--- src/rtl/cva6_hpdcache_req_arbiter.sv ---
// Round-robin arbiter sharing one HPDcache request/response port among NREQ requesters.
// Holds a grant under backpressure, stamps the SID and routes responses back by SID.
package cva6_hpdcache_req_arbiter_pkg;
  localparam int unsigned SID_W = 4;

  typedef struct packed {
    logic [31:0]      addr;
    logic [31:0]      wdata;
    logic [3:0]       op;
    logic [3:0]       be;
    logic             need_rsp;
    logic [SID_W-1:0] sid;
  } hpdcache_req_t;

  typedef struct packed {
    logic [31:0]      rdata;
    logic [SID_W-1:0] sid;
    logic             error;
  } hpdcache_rsp_t;
endpackage

module cva6_hpdcache_req_arbiter
  import cva6_hpdcache_req_arbiter_pkg::*;
#(
  parameter int unsigned NREQ     = 3,
  parameter int unsigned MAX_PEND = 4
) (
  input  logic                           clk_i,
  input  logic                           rst_ni,
  input  logic          [NREQ-1:0]       req_valid_i,
  output logic          [NREQ-1:0]       req_ready_o,
  input  hpdcache_req_t [NREQ-1:0]       req_i,
  output logic          [NREQ-1:0]       rsp_valid_o,
  output hpdcache_rsp_t                  rsp_o,
  output logic                           dcache_req_valid_o,
  input  logic                           dcache_req_ready_i,
  output hpdcache_req_t                  dcache_req_o,
  input  logic                           dcache_rsp_valid_i,
  input  hpdcache_rsp_t                  dcache_rsp_i,
  output logic                           idle_o,
  output logic                           err_o
);

  localparam int unsigned CNT_W = $clog2(MAX_PEND + 1);
  localparam int unsigned IDX_W = $clog2(NREQ);
  localparam logic [CNT_W-1:0] MAX_CNT = CNT_W'(MAX_PEND);

  logic [IDX_W-1:0] rr_q;
  logic [IDX_W-1:0] sel_q;
  logic             lock_q;
  logic             err_q;
  logic [CNT_W-1:0] pend_q [NREQ];

  logic [NREQ-1:0]  eligible;
  logic [NREQ-1:0]  inc;
  logic [NREQ-1:0]  dec;
  logic [NREQ-1:0]  underflow;
  logic             found;
  logic [IDX_W-1:0] scan_gnt;
  logic [IDX_W-1:0] gnt;
  logic             gnt_valid;
  logic             hs;
  logic             bad_sid;
  logic             pend_zero;
  int unsigned      idx;

  // First eligible requester at or after rr_q, wrapping modulo NREQ.
  always_comb begin
    eligible = '0;
    found    = 1'b0;
    scan_gnt = '0;
    idx      = 0;
    for (int unsigned i = 0; i < NREQ; i++) begin
      eligible[i] = req_valid_i[i] && (!req_i[i].need_rsp || pend_q[i] < MAX_CNT);
    end
    for (int unsigned off = 0; off < NREQ; off++) begin
      idx = (32'(rr_q) + off) % NREQ;
      if (!found && eligible[idx]) begin
        found    = 1'b1;
        scan_gnt = IDX_W'(idx);
      end
    end
  end

  // A locked grant bypasses eligibility so an offered request is never withdrawn.
  always_comb begin
    gnt          = lock_q ? sel_q : scan_gnt;
    gnt_valid    = rst_ni && (lock_q || found);
    hs           = gnt_valid && dcache_req_ready_i;
    req_ready_o  = '0;
    if (gnt_valid) req_ready_o[gnt] = dcache_req_ready_i;
    dcache_req_valid_o = gnt_valid;
    dcache_req_o       = req_i[gnt];
    dcache_req_o.sid   = SID_W'(gnt);
  end

  always_comb begin
    rsp_o       = dcache_rsp_i;
    rsp_valid_o = '0;
    inc         = '0;
    dec         = '0;
    underflow   = '0;
    pend_zero   = 1'b1;
    bad_sid     = dcache_rsp_valid_i && (dcache_rsp_i.sid >= SID_W'(NREQ));
    for (int unsigned i = 0; i < NREQ; i++) begin
      dec[i]         = dcache_rsp_valid_i && (dcache_rsp_i.sid == SID_W'(i));
      rsp_valid_o[i] = rst_ni && dec[i];
      inc[i]         = hs && (gnt == IDX_W'(i)) && req_i[i].need_rsp;
      underflow[i]   = dec[i] && !inc[i] && (pend_q[i] == '0);
      if (pend_q[i] != '0) pend_zero = 1'b0;
    end
  end

  assign idle_o = (req_valid_i == '0) && pend_zero;
  assign err_o  = err_q;

  always_ff @(posedge clk_i or negedge rst_ni) begin
    if (!rst_ni) begin
      rr_q   <= '0;
      sel_q  <= '0;
      lock_q <= 1'b0;
      err_q  <= 1'b0;
      for (int unsigned i = 0; i < NREQ; i++) pend_q[i] <= '0;
    end else begin
      if (hs) rr_q <= IDX_W'((32'(gnt) + 32'd1) % NREQ);
      if (gnt_valid && !dcache_req_ready_i) begin
        lock_q <= 1'b1;
        sel_q  <= gnt;
      end else if (hs) begin
        lock_q <= 1'b0;
      end
      for (int unsigned i = 0; i < NREQ; i++) begin
        if (inc[i] && !dec[i]) pend_q[i] <= pend_q[i] + CNT_W'(1);
        else if (dec[i] && !inc[i] && pend_q[i] != '0) pend_q[i] <= pend_q[i] - CNT_W'(1);
      end
      if (bad_sid || (underflow != '0)) err_q <= 1'b1;
    end
  end

  // A locked requester must keep its request asserted until accepted.
  a_hold_valid: assert property (@(posedge clk_i) disable iff (!rst_ni)
    lock_q |-> req_valid_i[sel_q]);

endmodule
--- config.mk ---
export PLATFORM = sky130hd
export DESIGN_NAME = cva6_hpdcache_req_arbiter
export DESIGN_NICKNAME = d
export VERILOG_FILES = /design/src/rtl/cva6_hpdcache_req_arbiter.sv
export SDC_FILE = /design/constraint.sdc
export NUM_CORES = 1
export LEC_CHECK = 0
export ABC_AREA = 1
export BUFFER_PORTS_ARGS = -buffer_cell sky130_fd_sc_hd__buf_2
export CAP_MARGIN = 0
export CELL_PAD_IN_SITES_DETAIL_PLACEMENT = 1
export CELL_PAD_IN_SITES_GLOBAL_PLACEMENT = 1
export CORE_AREA = 5 5 150 152
export CTS_BUF_LIST = sky130_fd_sc_hd__clkbuf_16
export CTS_CLUSTER_SIZE = 40
export DETAILED_ROUTE_END_ITERATION = 16
export DIE_AREA = 0 0 155 157
export PLACE_DENSITY = 0.73
export SETUP_SLACK_MARGIN = 0.2
export SYNTH_ARGS = -nofsm -noshare
export SYNTH_HDL_FRONTEND = slang
export SYNTH_SLANG_ARGS = --single-unit
--- constraint.sdc ---
create_clock -name clk_i -period 3.6 [get_ports clk_i]
set_input_delay 0.36 -clock clk_i [delete_from_list [all_inputs] [get_ports clk_i]]
set_output_delay 0.36 -clock clk_i [all_outputs]
set_load 0.005 [all_outputs]
==> metrics.md, run 1 <==
| Metric | Value |
|---|---|
| Outcome | completed |
| Total Wirelength | 16800 um |
| Count leader, synth | nand2_1 |
| FF+latch count, synth | 15 |
| Sink Count | 15 |
| Post-Route M1 WL | 6710 um |
| Yosys top cell area share | 33.9% |
| Initial core utilization | 14.0% |
| Uppermost routed layer | met5 |
| Placed cells | 1074 |
| Worst R2R Path Depth | 20 |
| Initial antenna violation count | 1 |
| Reg2reg start | rr_q[0] |
| IO buf count | 317 |
| Vias in the first global route | 4492 |
| CP max-delay cell | fa_1 |
| Core box area | 0.0209 sq mm |
| Die Y | 157 um |
| GRT Overall Usage | 12.3% |
| Clk root buf | clkbuf_16 |
| H-tree depth | 1 |
| Distinct cells, synth | 30 |
| Final hold slack | 0.142 ns |
| Global-route wire length before repair | 24500 um |
| Rows | 53 |
| Seq/Total Area, Yosys | 12.8% |
| Setup CP Type | register to register |
| R2r setup slk | 0.50 ns |
| Final GP Congestion | 0.818 |
| Max Cap Violations | 0 |
| Setup repair bufs after CTS | 0 |
| Synth Cell Area | 0.00293 sq mm |
| Synth top cells by count | nand2_1, nand3_1, buf_4, inv_1, dfrtp_1 |
| Pleak | 2.70 nW |
| Post-synthesis instance total | 535 |
| Worst ir drop on vdd | 0.000487 V |
| CP delay by family, top | simple AND/OR/NAND/NOR gates |
| Post-synth top area cell | nand2_1 |
| Met2 routed WL | 8330 um |
| Layout area overhead | 55.6% |
| Top Ports | 398 |
| Register clock-pin slew on the reported worst setup and hold paths | 0.05 ns |
| Yosys warns | 0 |
| Vias | 4388 |
| Post-synth EDFFs | 0 |
| DR WL met3 | 1630 um |
| Critical path's most frequent cell | nand2_1 |
| RSZ-0062 raised after global routing | false |
| Layout cell share with drive strength beyond 1 | 45.1% |
| Post-route minimum period | 3.10 ns |
| Final core occ | 21.9% |
| WL/cell | 15.5 um |
| Worst EP arrival | 3.23 ns |
| Largest net degree at the start of global routing | 47 |
| Crit. End Element | register |
| Asr flop ratio synth | 100% |
| Worst-path maximum fanout | 5 |
| Setup TNS | 0 ns |
| DP HPWL | 14600 um |
| Die area | 0.0243 sq mm |
| Routed Antenna Nets | 0 |
| Fin cells | 1079 |
| DR DRC count | 0 |
| CTS hold repair buffers | 0 |
| Endpoints failing setup | 0 |
| Hold Path Class | input pin to async pin |
| Crit path largest cell delay | 0.43 ns |
| TritonCTS clock tree | done |
| FF-to-FF End | pend_q[1] |
| Storage cell area | 375 sq um |
| Hold Vio Cnt, Final | 0 |
| Final period util | 86.2% |
| Required time of the critical path | 3.72 ns |
| Clk_skew | 0.00433 ns |
| Largest cells by area after synthesis | nand2_1, nand3_1, dfrtp_1 |
| Slew Viols, Final | 0 |
| Average instance area after synthesis | 5.48 sq um |
| PwrDens | 1090 mW/mm^2 |
| Multi-input gate area | 0.00199 sq mm |
| Crit-path cells | inv_1 > ha_1 > inv_1 > nand3_1 > nand2_1 > nand2_1 > nand2_2 > inv_2 > nand4_1 > nand2_1 > nand2_1 > nand2_2 > ha_1 > nand2_1 > nor2_4 > nand2_2 > nor2_1 > inv_2 > fa_1 > mux2_4 |
| Die width | 155 um |
| Top_reg_cell synth | dfrtp_1 |
| DR vias/cell | 4.07 |
| Worst path bufs/invs | 4 |
| Clock latency on the worst-skew pair | 0.24 ns |
| Post-cts resize count | 0 |
| Initial DRC Count | 221 |
| First-pass DRT Iterations | 4 |
| Critical path startpoint category | register |
| Layout fillers | 2820 |
| Final net count | 1085 |
| Clk buf depth | 2 |
| Fmax | 322 MHz |
| Total gr overflow | 0 |
| TritonCTS Buffers | 3 |
==> how the worst max path moves through the flow <==
stage	cells after the start	slack (ns)	endpoint	from
after global routing	19	0.21	dcache_req_o[57]	rr_q[0]
after detailed placement	20	0.48	pend_q[1]	rr_q[0]
after floorplan	21	0.81	pend_q[1]	rr_q[0]
after global placement	21	0.56	pend_q[1]	rr_q[0]
after CTS	19	0.46	dcache_req_o[28]	rr_q[0]
final	20	0.50	pend_q[1]	rr_q[0]
==> registers in the layout (all words and copies together) (netlist names) <==
signal and count:
rr_q 2, lock_q 1, err_o 1, pend_q 9, sel_q 2
==> power breakdown <==
| group | internal, mW | switching (mW) | total, mW |
|---|---|---|---|
| sequential | 0.245 | 0.0744 | 0.319 |
| combinational | 1.73 | 2.71 | 4.44 |
| clock | 0.148 | 0.0669 | 0.215 |
==> final cells by class <==
type	instances	share of cell area [%]
inverter	33	2.71
clock buffer	3	1.64
timing repair buffer	324	36.2
sequential	15	8.22
antenna	1	0.0548
clock inverter	1	0.110
multi-input combinational	427	43.5
tap	275	7.54
==> cell usage in the layout, fill, tap and decap left out, types with 5 or more instances in the layout <==
master,count
buf_2,317
buf_4,6
dfrtp_1,15
inv_1,26
inv_2,7
nand2_1,265
nand2_2,11
nand3_1,92
nand4_1,9
nor2_1,10
o21ai_0,5
==> cells by family (layout without fill, tap and decap cells) <==
family / after synthesis / count (layout) / share of synthesized area [%]
and+or+nand+nor: 407 / 407 / 61.2
buffers and inverters: 94 / 361 / 19.8
DFF: 15 / 15 / 12.8
AOI/OAI and AO/OA: 9 / 9 / 1.71
adders and majority gates: 6 / 6 / 3.33
xor gates and xnor gates: 2 / 2 / 0.597
other: 1 / 3 / 0.128
muxes: 1 / 1 / 0.512
==> per-layer routing <==
metal | global-route usage [%] | up-vias
li1 | - | 2186
met2 | 22.0 | 208
met4 | 0.589 | 2
met5 | 0 | -
met1 | 15.2 | 1986
met3 | 3.79 | 6
==> through the flow <==
stage / setup slack, ns / power [mW] / area, sq um
global route: 0.215 / 5.61 / 4560
floorplan: 0.810 / 3.07 / 2940
global placement: 0.563 / 4.79 / 4480
detailed placement: 0.480 / 4.87 / 4480
CTS: 0.464 / 5.11 / 4560
finish: 0.495 / 4.97 / 4560
Note: power is estimated with default switching activity, not from simulation.
==> run 2, diff against run 1 <==
Settings changed: BUFFER_PORTS_ARGS -buffer_cell sky130_fd_sc_hd__buf_2 to not set, DONT_BUFFER_PORTS set to 1, PLACE_DENSITY 0.73 to 0.43.
Clock period 3.6 ns to 3.8 ns, I/O delays scaled along.
==> run 2 against run 1 <==
Compared with the run above:
- clock power about the same
- non-clock buffer count decreased by 314
- setup slack improved by 0.12 ns
- largest cell class unchanged
- hold slack better by 0.087 ns
- count of clock-buffer cells in the layout did not move
==> metrics.md, run 2 (same netlist as run 1, synthesis figures left out) <==
| Metric | Value |
|---|---|
| Worst path bufs/invs | 4 (unchanged) |
| Vias in the first global route | 3188 (-29%) |
| Worst-path maximum fanout | 25 (+20) |
| P_int | 1.32 mW (-38%) |
| Endpoints failing setup | 0 (unchanged) |
| Hold Path Class | input pin to register |
| Die width | 155 um (unchanged) |
| RSZ-0062 raised after global routing | false |
| Required time of the critical path | 3.42 ns (-0.30 ns) |
| Critical Path Start | rr_q[0] |
| DR vias/cell | 4.25 (+4.6%) |
| Layout cell share with drive strength beyond 1 | 9.61% (-35 points) |
| Psw | 2.48 mW (-13%) |
| Total gr overflow | 0 (unchanged) |
| Sequential power share | 7.9% (+1.5 points) |
| Hold Vio Cnt, Final | 0 (unchanged) |
| DP HPWL | 13400 um (-8.2%) |
| Rows | 53 (unchanged) |
| Clock latency on the worst-skew pair | 0.25 ns (about the same) |
| Hold Crit Start | rst_ni |
| Clk root buf | clkbuf_16 |
| Post-route setup slack | 0.616 ns (+0.120 ns) |
| H-tree depth | 1 (unchanged) |
| Fin cells | 764 (-29%) |
| Commonest non-fill, non-tap cell in the layout | nand2_1 |
| Post-cts resize count | 0 (unchanged) |
| Post-route minimum period | 3.18 ns |
| Total Wirelength | 15100 um (-10%) |
| Global-route wire length before repair | 20300 um (-17%) |
| Biggest register | pend_q |
| Clk pwr share | 5.6% (+1.3 points) |
| Initial core utilization | 14.0% (unchanged) |
| First-pass DRT Iterations | 4 (unchanged) |
| Worst ir drop on vdd | 0.000284 V (-42%) |
| Critical path's most frequent cell | nand2_1 |
| Layout area overhead | 2.30% |
| Vias | 3250 (-26%) |
| Sw Ratio | 65.3% (+7.9 points) |
| WL/cell | 19.7 um (+27%) |
| Most frequent cells in the layout | nand2_1, nand3_1, inv_1 |
| Final GP Congestion | 0.737 (-10%) |
| Regs by FF count | pend_q: 9 flops, rr_q: 2 flops, sel_q: 2 flops |
| Placed cells | 759 (-29%) |
| Critical path startpoint category | register |
| CP max-delay cell | ha_1 |
| Crit-path cells | inv_1 > ha_1 > inv_1 > nand3_1 > nand2_1 > nand2_1 > nand2_2 > nand3_1 > nand2_1 > nand3_2 > nand2_4 > nand2_2 > inv_2 > buf_4 > nand2_1 > nand3_1 |
| Outcome | completed |
| Max reg flops | 9 (unchanged) |
| Die area | 0.0243 sq mm (unchanged) |
| TritonCTS Buffers | 3 (unchanged) |
| Setup WS pre-CTS | 0.676 ns (+0.196 ns) |
| IO buf count | 0 (-100%) |
| Logic pwr share | 86.5% (-2.8 points) |
| Largest net degree at the start of global routing | 49 (+4.3%) |
| Slew margin rel. | 51.0% |
| PwrDens | 1270 mW/mm^2 (+16%) |
| Setup TNS | 0 ns (unchanged) |
| CP delay by family, top | simple AND/OR/NAND/NOR gates |
| Initial DRC Count | 170 (-23%) |
| DR DRC count | 0 (unchanged) |
| Routed Antenna Nets | 0 (unchanged) |
| Fmax | 314 MHz |
| GRT Overall Usage | 10.8% (-1.5 points) |
| Clk buf depth | 2 (unchanged) |
| Clk_skew | 0.00537 ns (+0.00104 ns) |
| Final period util | 83.8% |
| Core box area | 0.0209 sq mm (unchanged) |
| Initial antenna violation count | 1 (unchanged) |
| Setup repair bufs after CTS | 0 (unchanged) |
| Antenna diodes | 0 (-1) |
| Worst EP arrival | 2.80 ns (-0.43 ns) |
| Setup CP Type | register to primary output |
| TritonCTS clock tree | done |
| Pleak | 1.42 nW (-47%) |
| Layout fillers | 2678 (-5.0%) |
| Register clock-pin slew on the reported worst setup and hold paths | 0.05 ns (about the same) |
| Worst-Margin Slew | 0.733 ns |
| Final core occ | 14.4% (-7.5 points) |
| Final net count | 771 (-29%) |
| Max Cap Violations | 0 (unchanged) |
| Top Ports | 398 (unchanged) |
| Slew Viols, Final | 0 (unchanged) |
| Sink Count | 15 (unchanged) |
| Die Y | 157 um (unchanged) |
| Crit. End Element | primary output |
| Reg2reg start | rr_q[0] |
| Final hold slack | 0.229 ns (+0.0874 ns) |
| Crit path largest cell delay | 0.36 ns (-0.07 ns) |
[run 2: changes by cell type in the layout (fill, tap and decap cells not counted), sizes merged]
cell         change
diode            -1
dlygate4sd3      +1
buf            -315
[run 2: cell type report]
type	count	area [sq um]	share of cell area, %
Inverter	33	124	4.13
Clock inverter	1	5.00	0.167
Timing Repair Buffer	10	90.1	3.00
Clock buffer	3	75.1	2.50
Sequential cell	15	375	12.5
Tap cell	275	344	11.5
Multi-Input combinational cell	427	1990	66.2
[run 2: path summary, 6_finish.rpt]
kind                            slack [ns]               end  cells past startpoint
worst max-delay path                  0.62  dcache_req_o[52]                     16
worst min-delay path                  0.23            lock_q                      1
worst max register to register        0.71         pend_q[1]                     21
worst min register to register        0.49          sel_q[0]                      2
max in group asynchronous             2.70            lock_q                      1
min in group asynchronous             0.63             err_o                      1
[run 2: what timing repair did]
item,in CTS,in global routing
hold endpoints to repair,15,0
hold buffers,1,0
setup endpoints to repair,0,0
[run 2: power groups by stage]
stage          logic (mW)  registers [mW]  clock network (mW)
4_1_cts              3.42           0.305               0.222
3_3_place_gp         3.42           0.308                   0
6_report             3.29           0.301               0.212
2_1_floorplan        2.62           0.287                   0
5_1_grt              3.75           0.315               0.226
3_5_place_dp         3.41           0.306                   0
[run 2: stage by stage]
| stage | instance area, sq um | power, mW |
|---|---|---|
| after floorplan | 2940 | 2.90 |
| after global placement | 2910 | 3.73 |
| after detailed placement | 2910 | 3.72 |
| after CTS | 3000 | 3.95 |
| after global routing | 3000 | 4.29 |
| final | 3000 | 3.80 |
[run 2: routing by layer]
layer | GRT usage, % | vias up | share of wire, %
met5 | 0 | - | 0.13
met4 | 0.925 | 2 | 0.25
met3 | 2.91 | 6 | 8.6
met2 | 20.1 | 183 | 52
met1 | 12.9 | 1502 | 39
li1 | - | 1557 | -
==> run 3, diff against run 2 <==
Settings changed: CORE_AREA 5 5 150 152 to 5 5 151 153, DIE_AREA 0 0 155 157 to 0 0 156 158.
Clock period 3.8 ns to 3.15 ns, I/O delays scaled along.
==> run 3 against run 2 <==
Compared with the run above:
- setup slack worse by 0.37 ns
- register-to-register slack worse by 0.44 ns
- core utilization up 3.7 points
- highest routed layer is now met4
- sequential share of layout area down 2.8 points
- via count up 7.0%
- total power up 83%
- critical path type unchanged
- final cell count up 4.6%
==> metrics.md, run 3 (same netlist as run 1, synthesis figures left out) <==
| Metric | Value |
|---|---|
| Final hold slack | 0.171 ns (-0.0583 ns) |
| Endpoints failing setup | 0 (unchanged) |
| Setup WS pre-CTS | 0.0668 ns (-0.609 ns) |
| Most frequent cells in the layout | nand2_1, nand3_1, nand3_2 |
| WHS Path Cells | 1 (unchanged) |
| Hold EP | lock_q |
| Top Ports | 398 (unchanged) |
| Setup CP Type | register to primary output |
| Die area | 0.0246 sq mm (+1.3%) |
| Hold Path Class | input pin to register |
| Crit path largest cell delay | 0.38 ns (+0.02 ns) |
| Outcome | completed |
| Core box area | 0.0214 sq mm (+2.5%) |
| Hold Vio Cnt, Final | 0 (unchanged) |
| Max Cap Violations | 0 (unchanged) |
| Reg2reg start | rr_q[0] |
| Slew Viols, Final | 0 (unchanged) |
| CP delay by family, top | simple AND/OR/NAND/NOR gates |
| Vias in the first global route | 3150 (-1.2%) |
| FF-to-FF End | pend_q[1] |
| Commonest non-fill, non-tap cell in the layout | nand2_1 |
| First-pass DRT Iterations | 4 (unchanged) |
| Worst path bufs/invs | 5 (+1) |
| Post-route setup slack | 0.248 ns (-0.368 ns) |
| Total Wirelength | 17100 um (+14%) |
| Crit. End Element | primary output |
| Placed inst area | 0.00297 sq mm (+2.0%) |
| Die width | 156 um (+0.65%) |
| WL/cell | 21.4 um (+8.7%) |
| Met3 usage | 1.89% (-1.0 points) |
| PwrDens | 1800 mW/mm^2 (+42%) |
| Met1 Use GR | 12.4% (-0.55 points) |
| TritonCTS Buffers | 3 (unchanged) |
| TritonCTS clock tree | done |
| Clock latency on the worst-skew pair | 0.24 ns (about the same) |
| Total gr overflow | 0 (unchanged) |
| Rows | 54 (+1.9%) |
| H-tree depth | 1 (unchanged) |
| Slew margin rel. | 51.2% (+0.25 points) |
| Worst EP arrival | 2.59 ns (-0.21 ns) |
| Gr busiest metal | met2 |
| Layout cell share with drive strength beyond 1 | 27.0% (+17 points) |
| Initial core utilization | 13.7% (-0.35 points) |
| Hold Crit Start | rst_ni |
| Largest net degree at the start of global routing | 42 (-14%) |
| Clk buf depth | 2 (unchanged) |
| Worst-path maximum fanout | 8 (-68%) |
| Critical path startpoint category | register |
| Met2 global-route usage | 17.1% (-3.0 points) |
| DP HPWL | 12100 um (-9.3%) |
| DR DRC count | 0 (unchanged) |
| GRT Overall Usage | 9.56% (-1.2 points) |
| CP Depth | 18 (+2) |
| Die Y | 158 um (+0.64%) |
| Pleak | 1.89 nW (+33%) |
| Clk root buf | clkbuf_16 |
| Routed Antenna Nets | 0 (unchanged) |
| Sink Count | 15 (unchanged) |
| Max reg flops | 9 (unchanged) |
| Clk_skew | 0.00241 ns (-0.00296 ns) |
| CP max-delay cell | dfrtp_1 |
| Initial antenna violation count | 0 (-1) |
| Initial DRC Count | 197 (+16%) |
| Post-route minimum period | 2.90 ns |
| Final period util | 92.1% |
| Register clock-pin slew on the reported worst setup and hold paths | 0.05 ns (about the same) |
| Final net count | 801 (+3.9%) |
| Fmax | 345 MHz |
| R2r setup slk | 0.27 ns (-0.44 ns) |
| Power Total | 6.95 mW (+83%) |
| Final Instance Area | 0.00386 sq mm (+29%) |
| Vias | 3476 (+7.0%) |
| Critical path's most frequent cell | nand2_2 |
| IO buf count | 0 (unchanged) |
| Biggest register | pend_q |
| Crit-path cells | buf_4 > ha_4 > inv_2 > nand4_1 > nand2_2 > nand2_4 > nand2_2 > nand2_2 > nand2_2 > nand2_1 > nand2_2 > nand2_4 > buf_4 > nor2_4 > buf_12 > buf_16 > nand2_1 > nand3_2 |
| Setup TNS | 0 ns (unchanged) |
| Final GP Congestion | 0.722 (-1.9%) |
| Worst R2R Path Depth | 19 (-9.5%) |
| Layout area overhead | 31.7% |
| Regs by FF count | pend_q: 9 flops, rr_q: 2 flops, sel_q: 2 flops |
| Global-route wire length before repair | 18600 um (-8.3%) |
| Worst ir drop on vdd | 0.000439 V (+55%) |
| Required time of the critical path | 2.83 ns (-0.59 ns) |
| Worst-Margin Slew | 0.730 ns (-0.00374 ns) |
| RSZ-0062 raised after global routing | true |
| DR vias/cell | 4.35 (+2.3%) |
| Antenna diodes | 0 (unchanged) |
run 3: cell count changes in the layout (fill, tap and decap cells not counted), sizes merged:
cell / change
clkbuf: +10
buf: +20
run 3: through the flow:
step / instances / utilization, %
5_1_grt: 799 / 18.0
3_3_place_gp: 766 / 13.9
2_1_floorplan: 536 / -
3_5_place_dp: 766 / 13.9
4_1_cts: 771 / 14.4
6_report: 799 / 18.0
run 3: final cells by class:
type                    instances  area [sq um]
fillers                      2667         17600
flip-flops and latches         15           375
multi-input cells             427          2310
well taps                     280           350
inverters                      33           141
clock inverters                 1          5.00
repair buffers                 40           607
clock buffers                   3          75.1
run 3: what timing repair did:
action	in CTS	in global routing
pin swaps	1	19
gates resized for setup	6	84
hold buffers	1	0
setup buffers	0	13
endpoints found under the hold margin	15	0
endpoints found under the setup margin	64	77
cloned	0	15
run 3: worst max path at each step:
stage,to,from
after floorplan,pend_q[1],rr_q[0]
after global placement,pend_q[1],rr_q[0]
after detailed placement,pend_q[1],rr_q[0]
after CTS,pend_q[1],rr_q[0]
after global routing,dcache_req_o[32],rr_q[0]
final,dcache_req_o[5],rr_q[0]
run 3: where the power goes:
part | switching [mW] | internal [mW] | leakage, nW
sequential | 0.0917 | 0.280 | 0.180
combinational | 3.75 | 2.57 | 1.67
clock | 0.0809 | 0.170 | 0.0409
run 3: worst reg2reg max path, cell delays in order, from the launching register on:
cell and delay (ns):
dfrtp_1 0.38, buf_4 0.15, ha_4 0.17, inv_2 0.07, nand4_1 0.14, nand2_2 0.12, nand2_4 0.07, nand2_2 0.07
nand2_1 0.05, nand2_1 0.06, nand3_2 0.08, nand2_4 0.12, ha_4 0.15, nand2_4 0.05, nor2_4 0.14, nand2_4 0.07
nor2_4 0.12, inv_2 0.06, fa_2 0.43, mux2_4 0.26
run 3: metal layers:
metal	up-vias	wire length, um
li1	1621	-
met1	1662	6930
met2	187	8690
met3	6	1410
met4	0	89
met5	-	0
